File: src/rtl/dsp_pkg.sv
// Shared DSP datapath definitions used by the multiplier and its divider companion.
package dsp_pkg;

  localparam int MUL_W     = 16;
  localparam int MUL_CNT_W = 4;

  typedef enum logic [1:0] {
    IDLE = 2'd0,
    RUN  = 2'd1,
    DONE = 2'd2
  } mul_state_t;

endpackage

File: src/rtl/mul16.sv
// Sequential unsigned shift-add multiplier: pout = ain*bin + cin, 17 clocks after iv.
//
// state | meaning
// ------+---------------------------------------------------------------
// IDLE  | waiting for iv
// RUN   | 16 shift-add steps, cnt counts 0..15
// DONE  | one cycle; {hi,lo} is copied to pout and ov pulses
//
// iv loads a new operation from any state, so an iv during RUN aborts the
// running operation, and an iv during DONE chains a new one while the
// finishing result is still transferred.
module mul16
  import dsp_pkg::*;
(
  input  logic                   clk,
  input  logic                   rst,
  input  logic [MUL_W-1:0]       ain,
  input  logic [MUL_W-1:0]       bin,
  input  logic [MUL_W-1:0]       cin,
  input  logic                   iv,
  output logic [2*MUL_W-1:0]     pout,
  output logic                   ov,
  output logic                   busy
);

  mul_state_t           state;
  mul_state_t           state_next;
  logic [MUL_CNT_W-1:0] cnt;
  logic [MUL_W-1:0]     a;
  logic                 carry;
  logic [MUL_W-1:0]     hi;
  logic [MUL_W-1:0]     lo;
  logic [MUL_W:0]       step_sum;
  logic                 step_en;
  logic                 done_xfer;
  logic                 last_step;

  assign last_step = (cnt == MUL_CNT_W'(MUL_W - 1));

  // State register.
  always_ff @(posedge clk) begin
    if (rst) state <= IDLE;
    else     state <= state_next;
  end

  // Next-state and step/transfer strobes; iv always wins and (re)loads.
  always_comb begin
    state_next = state;
    step_en    = 1'b0;
    done_xfer  = 1'b0;
    busy       = 1'b0;
    case (state)
      IDLE: begin
        if (iv) state_next = RUN;
      end
      RUN: begin
        busy    = 1'b1;
        step_en = !iv;
        if (!iv && last_step) state_next = DONE;
      end
      DONE: begin
        busy       = 1'b1;
        done_xfer  = 1'b1;
        state_next = iv ? RUN : IDLE;
      end
      default: state_next = IDLE;
    endcase
  end

  // Conditional add of the multiplicand; the 17th bit is the carry that the
  // following shift moves into hi[15], so no product bit is lost.
  always_comb begin
    step_sum = {carry, hi};
    if (lo[0]) step_sum = {1'b0, hi} + {1'b0, a};
  end

  // Working registers, result register and the ov pulse.
  always_ff @(posedge clk) begin
    if (rst) begin
      a     <= '0;
      carry <= 1'b0;
      hi    <= '0;
      lo    <= '0;
      cnt   <= '0;
      pout  <= '0;
      ov    <= 1'b0;
    end else begin
      ov <= done_xfer;
      if (done_xfer) pout <= {hi, lo};
      if (iv) begin
        a     <= ain;
        hi    <= cin;
        lo    <= bin;
        carry <= 1'b0;
        cnt   <= '0;
      end else if (step_en) begin
        {carry, hi, lo} <= {1'b0, step_sum, lo[MUL_W-1:1]};
        cnt             <= cnt + MUL_CNT_W'(1);
      end
    end
  end

endmodule

File: config.mk
export PLATFORM = sky130hd
export DESIGN_NAME = mul16
export DESIGN_NICKNAME = d
export VERILOG_FILES = /design/src/rtl/dsp_pkg.sv /design/src/rtl/mul16.sv
export SDC_FILE = /design/constraint.sdc
export NUM_CORES = 1
export LEC_CHECK = 0
export BUFFER_PORTS_ARGS = -buffer_cell sky130_fd_sc_hd__buf_2
export CORE_AREA = 4 4 95 97
export DETAILED_ROUTE_END_ITERATION = 10
export DIE_AREA = 0 0 99 101
export PLACE_DENSITY = 0.79
export SLEW_MARGIN = 20
export SYNTH_ARGS = -nofsm -noshare
export SYNTH_HDL_FRONTEND = slang
export SYNTH_SLANG_ARGS = --single-unit
File: constraint.sdc
create_clock -name clk -period 2.7 [get_ports clk]
set_clock_uncertainty 0.05 [all_clocks]
set_input_delay 0.54 -clock clk [delete_from_list [all_inputs] [get_ports clk]]
set_output_delay 0.54 -clock clk [all_outputs]
set_load 0.05 [all_outputs]
==> impl_metrics.csv <==
group,metric,value,unit
run_status,outcome,"finished clean",
clock_tree,cts_resized,0,
floorplan,io_pins,85,
final_layout,fillerInstances,677,
final_layout,final_common_cell,"nor2_1",
synthesis,yosysSeqAreaShare,0.3976,
final_layout,area_growth,16.40,%
routing,routedWlPerCell,14.55,um
synthesis,ys_ff_latch,87,
timing,max_freq,420.3,MHz
clock_tree,cts.clk_slew.worst_paths,0.10,ns
final_layout,nets,634,
floorplan,core,8134,um2
global_routing,antenna_found_initial,0,
place,portBuffers,84,
critical_path,cp_data_required_time,2.88,ns
routing,dr.pass1.iters,6,
final_layout,layout_common_cells,"nor2_1 (106), dfxtp_1 (87), buf_2 (84)",
global_routing,grt_usage,0.1980,
hold_path,hp-class,"in -> reg",
hold_path,hold_end,"lo[14]",
synthesis,ys.flop_type,"dfxtp_1",
floorplan,start_util,0.5385,
floorplan,die_h,101,um
critical_path,path_max_fanout,4,
power,vdd_drop_max,0.0003080,V
critical_path,critical_path_class,"reg -> reg",
critical_path,r2r-start,"hi[0]",
clock_tree,htreeDepth,3,
global_routing,grt_pass1_wl,16.31,mm
routing,vias_per_cell,5.511,
routing,drtIter0Drc,143,
timing,final_max_slew_viol_count,0,
critical_path,timing.rr.end,"hi[15]",
clock_tree,ctsHoldBuffers,0,
power,leakage,2.212,nW
clock_tree,clock_latency,0.36,ns
timing,rsz0062_at_grt,"no",
critical_path,r2r.worst_path.cells,8,
synthesis,netlist_instances,490,
timing,finalSetupViolations,0,
hold_path,hold_depth,3,
timing,hold_violations,0,
run,max_cap_viol_count,0,
final_layout,final_area,5099,um2
floorplan,die_w,99,um
synthesis,syn_nets,563,
timing,worst_pin_slew,0.4830,ns
synthesis,synth-warning-count,0,
clock_tree,clockRootBuffer,"clkbuf_8",
hold_path,hold_path_startpoint,"bin[14]",
floorplan,die_area,9999,um2
clock_tree,clkSinkCount,87,
critical_path,rrSetupSlack,0.32,ns
critical_path,cp-end-kind,"flip-flop",
power,p_per_area,588.7,nW/um2
synthesis,synth_edf_count,0,
routing,drt_wl_total,9.761,mm
synthesis,ys_async_sr_fraction,0,
place,dp_hpwl,7.083,mm
synthesis,ys_types,49,
critical_path,cp-start-kind,"flip-flop",
global_routing,grt_pass1_vias,3585,
synthesis,netlist_area,4380,um2
place,placed_cell_area,4846,um2
routing,vias,3698,
global_routing,grt_max_degree,48,
clock_tree,clock_path_buffers,2,
clock_tree,cts_setup_buffers,0,
place,gp_congestion,0.9053,
final_layout,diodes,0,
critical_path,arrival,2.56,ns
global_routing,grt_remaining_overflow,0,
timing,period_share,0.8813,
synthesis,syn_avg_cell_area,8.940,um2
final_layout,layout-drive-gt1-share,0.2138,
timing,period_minus_slack,2.379,ns
routing,drc,0,
timing,fin_tns_setup,0,ns
routing,ant_nets,0,
clock_tree,cts_buffers,9,
clock_tree,tritoncts,"done",
floorplan,num_rows,33,
timing,max-slew-margin-rel,0.6780,
[registers in the layout, summed over array words and instances (netlist names)]
| register | flops |
|---|---|
| pout | 32 |
| a | 16 |
| hi | 16 |
| lo | 16 |
| cnt | 4 |
| state | 2 |
| ov | 1 |
[kinds of logic (layout without fill, tap and decap cells)]
| logic type | Yosys count | after routing | synth area share |
|---|---|---|---|
| and+or+nand+nor | 150 | 150 | 0.1437 |
| AOI/OAI and AO/OA | 97 | 97 | 0.1457 |
| DFF | 87 | 87 | 0.3976 |
| muxes | 74 | 74 | 0.1691 |
| buffers and inverters | 45 | 121 | 0.04941 |
| adders and majority gates | 22 | 22 | 0.06455 |
| xor gates and xnor gates | 15 | 15 | 0.02999 |
[metal layers]
metal	wire length, um	GRT usage	vias to the layer above
li1	-	-	1852
met1	4262	0.2542	1701
met2	4625	0.3254	127
met3	696	0.04567	18
met4	176	0.07353	0
met5	0	0	-
[through the flow]
step / setup slack [ns] / hold slack, ns / cells / util / power, W
2_1_floorplan: 0.5032 / 0.4158 / 490 / - / 0.001774
3_3_place_gp: 0.3914 / 0.4192 / 655 / 0.5958 / 0.001878
3_5_place_dp: 0.3524 / 0.4261 / 655 / 0.5958 / 0.001890
4_1_cts: 0.3318 / 0.3530 / 671 / 0.6268 / 0.003016
5_1_grt: 0.1872 / 0.3578 / 671 / 0.6268 / 0.003131
6_report: 0.3205 / 0.3607 / 671 / 0.6268 / 0.003001
[Yosys cell counts, drive strengths merged (4+ instances only)]
cell | count | area (um2)
xnor2 | 8 | 70.07
clkbuf | 23 | 116.4
ha | 21 | 262.8
mux2i | 74 | 740.7
xor2 | 7 | 61.31
a21o | 5 | 38.79
nor3 | 8 | 40.04
nor2 | 106 | 397.9
inv | 12 | 45.04
buf | 9 | 43.79
a211o | 4 | 36.29
a211oi | 9 | 72.57
o22ai | 12 | 75.07
nand4 | 4 | 25.02
a21oi | 39 | 195.2
dfxtp | 87 | 1742
nand2 | 17 | 63.81
o21ai | 10 | 50.04
[layout make-up]
cell class	instances	area (um2)	share of cell area
Clock buffer	10	137.6	0.02699
Clock inverter	6	115.1	0.02258
Inverter	12	45.04	0.008834
Multi-Input combinational cell	358	2427	0.4761
Sequential cell	87	1742	0.3416
Tap cell	105	131.4	0.02577
Timing Repair Buffer	93	500.5	0.09816
[worst max-delay path by stage]
stage	start	to	cells after the start	slack, ns
3_3_place_gp	hi[0]	hi[15]	8	0.39
5_1_grt	hi[0]	hi[15]	8	0.19
6_report	hi[0]	hi[15]	8	0.32
2_1_floorplan	hi[0]	hi[15]	8	0.50
3_5_place_dp	hi[0]	hi[15]	8	0.35
4_1_cts	hi[0]	hi[15]	8	0.33
[power by group]
part / switching, W / internal [W] / total (W)
Sequential: 0.0000491 / 0.00134 / 0.00138
Combinational: 0.000274 / 0.000208 / 0.000482
Clock: 0.000488 / 0.000647 / 0.00113
[critical path, cell delays in order (launching register included)]
cell and delay [ns]:
dfxtp_1 0.34, ha_1 0.24, fa_1 0.44, a211oi_1 0.30, o21bai_2 0.14, o2111ai_2 0.23, a32oi_2 0.17, a41oi_1 0.29
a2111oi_2 0.08
No activity file was read; power rests on OpenSTA's default activity.
